$ cat src/rtl/mips_pkg.sv
// Shared types and width constants for the MIPS pipeline memory arbiter.
package mips_pkg;

  localparam int unsigned ADDR_W = 32;
  localparam int unsigned DATA_W = 32;

  typedef enum logic [1:0] {
    ARB_IDLE,
    ARB_DATA,
    ARB_FETCH
  } arb_state_t;

  typedef enum logic {
    GRANT_DATA,
    GRANT_FETCH
  } grant_t;

endpackage

$ cat src/rtl/arb_watchdog.sv
// Ack-wait watchdog for the unified memory arbiter.
// Counts cycles spent waiting on mem_ack; 'expired' flags the wait cycle in
// which the count would reach TIMEOUT_CYC, so the owner aborts on that edge.
module arb_watchdog #(
  parameter int unsigned TIMEOUT_CYC = 255
) (
  input  logic clk,
  input  logic rst_n,
  input  logic clear,
  input  logic count,
  output logic expired
);

  localparam int unsigned CNT_W = (TIMEOUT_CYC < 2) ? 1 : $clog2(TIMEOUT_CYC + 1);

  logic [CNT_W-1:0] cnt;

  // Wait counter: cleared while idle, advances on every un-acked busy cycle.
  always_ff @(posedge clk or negedge rst_n) begin
    if (!rst_n) begin
      cnt <= '0;
    end else if (clear) begin
      cnt <= '0;
    end else if (count && !expired) begin
      cnt <= cnt + 1'b1;
    end
  end

  // Expiry when this wait cycle brings the count up to the limit.
  always_comb begin
    expired = count && (cnt == CNT_W'(TIMEOUT_CYC - 1));
  end

endmodule

$ cat src/rtl/unified_mem_arbiter.sv
// Unified I/D memory arbiter for the 5-stage MIPS pipeline.
// Shares one req/ack memory port between instruction fetch and load/store,
// alternating on collisions, and holds the whole pipeline while busy.
// Optional build macro: ARB_WATCHDOG_EN adds an ack-wait timeout.
module unified_mem_arbiter #(
  parameter int unsigned ADDR_W      = mips_pkg::ADDR_W,
  parameter int unsigned DATA_W      = mips_pkg::DATA_W,
  parameter int unsigned TIMEOUT_CYC = 255
) (
  input  logic              clk,
  input  logic              reset,
  input  logic              if_req,
  input  logic [ADDR_W-1:0] if_addr,
  output logic [DATA_W-1:0] if_rdata,
  output logic              if_valid,
  input  logic              dm_rd,
  input  logic              dm_wr,
  input  logic [ADDR_W-1:0] dm_addr,
  input  logic [DATA_W-1:0] dm_wdata,
  output logic [DATA_W-1:0] dm_rdata,
  output logic              dm_done,
  output logic              mem_req,
  output logic              mem_we,
  output logic [ADDR_W-1:0] mem_addr,
  output logic [DATA_W-1:0] mem_wdata,
  input  logic [DATA_W-1:0] mem_rdata,
  input  logic              mem_ack,
  output logic              stall,
  output logic              timeout_err
);

  import mips_pkg::*;

  if (TIMEOUT_CYC < 1) begin : g_timeout_range
    $error("TIMEOUT_CYC must be at least 1");
  end

  arb_state_t        state, state_n;
  grant_t            last_grant, last_grant_n;
  logic              mem_we_n;
  logic [ADDR_W-1:0] mem_addr_n;
  logic [DATA_W-1:0] mem_wdata_n;
  logic [DATA_W-1:0] if_rdata_n, dm_rdata_n;
  logic              if_valid_n, dm_done_n, timeout_n;
  logic              data_pend, fetch_pend, pick_data;
  logic              wd_expired;

  // A request whose completion pulse is showing this cycle is already served;
  // masking it keeps the still-held request from being granted a second time.
  assign data_pend  = (dm_rd | dm_wr) & ~dm_done;
  assign fetch_pend = if_req & ~if_valid;
  assign pick_data  = data_pend & (~fetch_pend | (last_grant == GRANT_FETCH));

  assign mem_req = (state != ARB_IDLE);
  assign stall   = ((dm_rd | dm_wr) & ~dm_done) | (if_req & ~if_valid);

`ifdef ARB_WATCHDOG_EN
  arb_watchdog #(
    .TIMEOUT_CYC(TIMEOUT_CYC)
  ) u_watchdog (
    .clk    (clk),
    .rst_n  (reset),
    .clear  (state == ARB_IDLE),
    .count  (mem_req & ~mem_ack),
    .expired(wd_expired)
  );
`else
  assign wd_expired = 1'b0;
`endif

  // State, grant history, latched memory fields and registered completions.
  always_ff @(posedge clk or negedge reset) begin
    if (!reset) begin
      state       <= ARB_IDLE;
      last_grant  <= GRANT_FETCH;
      mem_we      <= 1'b0;
      mem_addr    <= '0;
      mem_wdata   <= '0;
      if_rdata    <= '0;
      dm_rdata    <= '0;
      if_valid    <= 1'b0;
      dm_done     <= 1'b0;
      timeout_err <= 1'b0;
    end else begin
      state       <= state_n;
      last_grant  <= last_grant_n;
      mem_we      <= mem_we_n;
      mem_addr    <= mem_addr_n;
      mem_wdata   <= mem_wdata_n;
      if_rdata    <= if_rdata_n;
      dm_rdata    <= dm_rdata_n;
      if_valid    <= if_valid_n;
      dm_done     <= dm_done_n;
      timeout_err <= timeout_n;
    end
  end

  // Grant arbitration, ack handling and watchdog abort.
  always_comb begin
    state_n      = state;
    last_grant_n = last_grant;
    mem_we_n     = mem_we;
    mem_addr_n   = mem_addr;
    mem_wdata_n  = mem_wdata;
    if_rdata_n   = if_rdata;
    dm_rdata_n   = dm_rdata;
    if_valid_n   = 1'b0;
    dm_done_n    = 1'b0;
    timeout_n    = 1'b0;

    case (state)
      ARB_IDLE: begin
        if (pick_data) begin
          state_n     = ARB_DATA;
          mem_we_n    = dm_wr;
          mem_addr_n  = dm_addr;
          mem_wdata_n = dm_wdata;
        end else if (fetch_pend) begin
          state_n     = ARB_FETCH;
          mem_we_n    = 1'b0;
          mem_addr_n  = if_addr;
          mem_wdata_n = '0;
        end
      end
      ARB_DATA: begin
        if (mem_ack) begin
          state_n      = ARB_IDLE;
          last_grant_n = GRANT_DATA;
          dm_done_n    = 1'b1;
          if (!mem_we) begin
            dm_rdata_n = mem_rdata;
          end
        end else if (wd_expired) begin
          state_n      = ARB_IDLE;
          last_grant_n = GRANT_DATA;
          dm_done_n    = 1'b1;
          dm_rdata_n   = '0;
          timeout_n    = 1'b1;
        end
      end
      ARB_FETCH: begin
        if (mem_ack) begin
          state_n      = ARB_IDLE;
          last_grant_n = GRANT_FETCH;
          if_valid_n   = 1'b1;
          if_rdata_n   = mem_rdata;
        end else if (wd_expired) begin
          state_n      = ARB_IDLE;
          last_grant_n = GRANT_FETCH;
          if_valid_n   = 1'b1;
          if_rdata_n   = '0;
          timeout_n    = 1'b1;
        end
      end
      default: begin
        state_n = ARB_IDLE;
      end
    endcase
  end

endmodule

$ cat config.mk
export PLATFORM = sky130hd
export DESIGN_NAME = unified_mem_arbiter
export DESIGN_NICKNAME = d
export VERILOG_FILES = /design/src/rtl/mips_pkg.sv /design/src/rtl/arb_watchdog.sv /design/src/rtl/unified_mem_arbiter.sv
export SDC_FILE = /design/constraint.sdc
export NUM_CORES = 1
export LEC_CHECK = 0
export ABC_AREA = 1
export CAP_MARGIN = 20
export CORE_UTILIZATION = 41
export DETAILED_ROUTE_END_ITERATION = 10
export PLACE_DENSITY_LB_ADDON = 0.05
export SLEW_MARGIN = 40
export SYNTH_ARGS = -nofsm -noshare
export SYNTH_HDL_FRONTEND = slang
export SYNTH_HIERARCHICAL = 1
export SYNTH_SLANG_ARGS = --single-unit
$ cat constraint.sdc
create_clock -name clk -period 1.95 [get_ports clk]
set_clock_uncertainty 0.1 [all_clocks]
set_input_delay 0.39 -clock clk [delete_from_list [all_inputs] [get_ports clk]]
set_output_delay 0.39 -clock clk [all_outputs]
set_load 0.005 [all_outputs]
# Word level (Yosys, flattened, before mapping)
# Index checks and enable logic that the tools add are counted.
dict set report word_totals {
  register_bits 134
  elab_cells 51
}
dict set report classes {
  reduce_logical 10
  n_mux 16
  bitwise 10
  eq_ne 6
}
# operator count
set op_table {}
lappend op_table {{$mux 32} 4}
lappend op_table {{$mux 1} 7}
lappend op_table {{$mux 2} 3}
lappend op_table {{$reduce_and 2->1} 3}
lappend op_table {{$reduce_and 3->1} 2}
lappend op_table {{$reduce_bool 2->1} 3}
lappend op_table {{$ne 2x2->1 const B} 2}
lappend op_table {{$not 1->1} 4}
lappend op_table {{$pmux 2 s2} 1}
lappend op_table {{$and 1x1->1} 3}
lappend op_table {{$ne 3x3->1 const B} 1}
lappend op_table {{$or 1x1->1} 3}
lappend op_table {{$eq 2x1->1 const B} 1}
lappend op_table {{$eq 2x2->1 const B} 1}
lappend op_table {{$logic_not 2->1} 1}
lappend op_table {{$ne 2x1->1 const B} 1}
lappend op_table {{$pmux 1 s2} 1}
lappend op_table {{$reduce_or 2->1} 1}

# Longest topological paths before layout
dict set report depth {
  ltp_word 7
  depth_mapped 8
  depth_no_buf 7
}

# Worst setup path before layout
# OpenSTA, ideal clock, no wires.
dict set report synth_timing {
  path_type {register to output}
  from {register state[0]}
  to {output port mem_req}
  stages_incl_launch_ff 6
  arrival_ps 1148
  n_path_buf 2
  path_slack_ps 312
  required_ps 1460
  path_cell_list {dfrtp_1 > inv_1 > ha_1 > buf_2 > buf_1 > inv_1}
}
dict set report synth_via {
  elab_chain_cells 1
}
# item line_no
set synth_lines {}
lappend synth_lines {{from (decl)} unified_mem_arbiter.sv:38} ;# arb_state_t state, state_n;
lappend synth_lines {{from (signal assigned)} unified_mem_arbiter.sv:85} ;# state <= state_n;
lappend synth_lines {{$reduce_bool 2->1} unified_mem_arbiter.sv:54} ;# assign mem_req = (state != ARB_IDLE);
lappend synth_lines {{to (decl)} unified_mem_arbiter.sv:22} ;# output logic mem_req,
# No other way between the ends.

# Worst setup path in the final report
dict set report layout_timing {
  from {input port dm_wr}
  to {output port stall}
}
dict set report layout_via {
  elab_chain_cells 3
}
# item line_no
set layout_lines {}
lappend layout_lines {{from (decl)} unified_mem_arbiter.sv:17} ;# input logic dm_wr,
lappend layout_lines {{$or 1x1->1} unified_mem_arbiter.sv:55} ;# assign stall = ((dm_rd | dm_wr) & ~dm_done) | (if_req & ~if_valid);
lappend layout_lines {{$and 1x1->1} unified_mem_arbiter.sv:55}
lappend layout_lines {{$or 1x1->1} unified_mem_arbiter.sv:55}
lappend layout_lines {{to (decl)} unified_mem_arbiter.sv:28} ;# output logic stall,
# No other way between the ends.

==> results.md <==
* Status: completed
* PortBufs at 266
* Synth Area in XOR/XNOR at 0%
* Hold/Removal Path Class: in -> async
* Mapped cell area at 5670 um2
* ANT cells at 0
* Combinational power share at a little over two fifths
* EDFF count, synth at 0
* Die span in x at between 100 and 150 um
* Clk pwr share at 22.3%
* Syn avg cell area at 8.58 um2
* Syn_nets at around 800
* Drt drc at 0
* Finished Cell Area at a little over 9000 um2
* Layout area overhead at 62.0%
* CP top delay family: buffers and inverters
* Yosys warnings at 6
* CP Buf/Inv Count at 2
* Clock Latency Late Sink at 0.41 ns
* RSZ-0062 raised after global routing: false
* Seq/Total Area, Yosys at about three fifths
* Largest family of logic cells by synthesized area: simple AND/OR/NAND/NOR gates
* Die area at 14,300 um2
* Post-Synth Simple-Gate Area at a little over a quarter
* Most numerous cell in the Yosys netlist: nand2_1
* Kind of critical path: in -> out
* Yosys reg bits at around 130
* Max-slew violations at 0
* Row Count at 42
* Die height at 120 um
* P_int at 9.33 mW
* Drt initial violations at 196
* Core area at roughly 13,000 um2
* Number of global-route vias before repair at between 5k and 6k
* Count of boundary I/O pins at 268
* Setup WS post-layout at 0.0888 ns
* Placed cells at approximately 1.1k
* Fmax at approximately 540 MHz
* Lkg Pwr at approximately 4.5 nW
* Clock buffer depth at 2
* Synth top area share at between 50% and 60%
* H-tree Lvls at 4
* Wire per inst at around 15 um
* Ys async rst share at 100%
* Tot GR Track Use at a little under a quarter
* Pin count of the biggest net entering global routing at 67
* Area leader, netlist: dfrtp_1
* Compound-Gate Fraction of Synth Area at between 6 and 7%
* Yosys cell types at 19
* Sequential share of power at around a third
* Net switching power at 4.52 mW
* Top_reg_cell synth: dfrtp_1
* Routed vias/inst at 4.78
* GPL Wtd Cong at between 0.7 and 0.8
* Post-layout min period at ~1.9 ns
* Max_cap viols at 0
* Root Driver: clkbuf_16
* Top cells by count, synth: nand2_1 (298), dfrtp_1 (133), nand3_1 (67)
* Worst path cell trace: clkdlybuf4s50_1, o21bai_4, nand2_2, dlygate4sd2_1
* Switching part of the total power at ~33%
* Setup crit end kind: output port
* Min Hold Slack at between 0.3 and 0.4 ns
* Via count at 5,358
* Total grt overflow at 0
* Final #Nets at between 1k and 1.5k
* First-pass GRT wire length at between 20,000 and 30,000 um
* Period utilization at 95.4%
* Setup crit start kind: input pin
* Layout cell share with drive strength beyond 1 at under 10%
* Clock sinks at around 130
* Max stage delay cell, worst path: clkdlybuf4s50_1
* Final Setup Violations at 0
* Initial core utilization at a little over two fifths
* Worst Setup Slack post-DPL at -0.173 ns
* WP data arrival at 1.37 ns
* Final hold vios at 0
* Sum of negative setup slack at 0 ns
* Adder-cell share of the synthesized area at less than 1%
* CTS tree: built
* PD cells at approximately 1500 nW/um2
* Syn Inst Count at approximately 660
* Worst Setup SP: dm_wr
* FF-to-FF Start: state[0]
* Post-synthesis mux area share at 0%
* Initial antenna violation count at 0
* Peak VDD IR at between 0.0008 and 0.0009 V
* Final cell count without fillers at ~1.1k
* Required @ worst endpoint at between 1 and 1.5 ns
* Max incr delay on CP at around 0.46 ns
* DP HPWL at roughly 12,000 um
* DP Area at 8570 um2
* Antenna Nets Post-Route at 0
* Largest cells by area after synthesis: dfrtp_1 (59%), nand2_1 (20%), nand3_1 (5.9%)
* Total length of routed wires at 16,500 um
* Crit-path max FO at 2
* Total CTS buffers at 17
* First-pass iteration count of the detailed router at 5
* CTS clk-pin slew, worst paths at around 0.050 ns
[per-layer routing]
| layer | vias up | wire length [um] | global-route usage, % |
|---|---|---|---|
| met5 | - | 0 | 0 |
| met1 | 2503 | 6690 | 27.7 |
| met2 | 207 | 7950 | 39.4 |
| li1 | 2615 | - | - |
| met4 | 0 | 412 | 10.6 |
| met3 | 33 | 1490 | 9.22 |
[stage by stage]
stage / power (mW) / util (%)
after floorplan: 7.24 / -
after global placement: 10.6 / 64.2
after detailed placement: 10.8 / 64.2
after CTS: 14.0 / 68.7
after global routing: 14.8 / 68.8
final: 13.9 / 68.8
[kinds of logic after synthesis]
kind of cell             count (synthesis)
AO/OA/AOI/OAI                           67
adder cells (fa/ha/maj)                  3
buffers and inverters                   82
flip-flops                             134
other                                    1
AND/OR/NAND/NOR                        374
[layout by cell type (no fill, tap or decap)]
cell type / count
buf_12: 7
buf_4: 19
buf_6: 2
bufinv_16: 2
clkbuf_1: 3
clkbuf_16: 17
clkbuf_8: 3
clkdlybuf4s50_1: 261
clkinv_2: 3
clkinv_4: 1
clkinvlp_4: 2
conb_1: 1
dfrtp_1: 133
dfstp_2: 1
dlygate4sd2_1: 3
dlygate4sd3_1: 1
dlymetal6s2s_1: 1
ha_1: 2
ha_2: 1
inv_1: 40
inv_2: 2
nand2_1: 296
nand2_2: 5
nand3_1: 67
nand4_1: 2
nor2_1: 2
nor2_2: 1
nor2_4: 1
o21ai_0: 66
o21bai_4: 1
[path summary, 6_finish.rpt]
| kind | end | slack, ns | depth (start not counted) |
|---|---|---|---|
| setup / recovery | stall | 0.09 | 4 |
| setup reg to reg | mem_we | 0.25 | 7 |
| hold / removal | mem_wdata[28] | 0.37 | 2 |
| hold reg to reg | mem_addr[29] | 0.38 | 2 |
| min in group clk | mem_addr[29] | 0.38 | 2 |
| max in group asynchronous | dm_rdata[26] | 0.77 | 3 |
[state kept, by name, summed over array words and instances, names as in the netlist]
register and cells:
dm_done 1, dm_rdata 32, if_rdata 32, if_valid 1, last_grant 1, mem_addr 32, mem_wdata 32, mem_we 1
state 2
[power groups by stage]
stage | Combinational (mW) | Clock, mW | Sequential, mW
after detailed placement | 6.05 | 0 | 4.74
after floorplan | 2.42 | 0 | 4.82
after CTS | 6.12 | 3.16 | 4.71
after global placement | 5.92 | 0 | 4.68
after global routing | 6.69 | 3.29 | 4.87
final | 6.05 | 3.09 | 4.72
[timing repair]
action,CTS,global route
hold buffers,1,0
endpoints found under the setup margin,2,5
hold endpoints to repair,41,0
gates resized for setup,3,5
buffers inserted,3,0
[layout make-up]
class / instances / area, um2
clock buffer: 23 / 478
clock inverter: 8 / 98.8
fill: 1080 / 4160
inverter: 42 / 158
multi-input combinational: 445 / 1910
sequential: 134 / 3350
tap: 176 / 220
timing repair buffer: 294 / 2970
(Power assumes the default switching activity.)
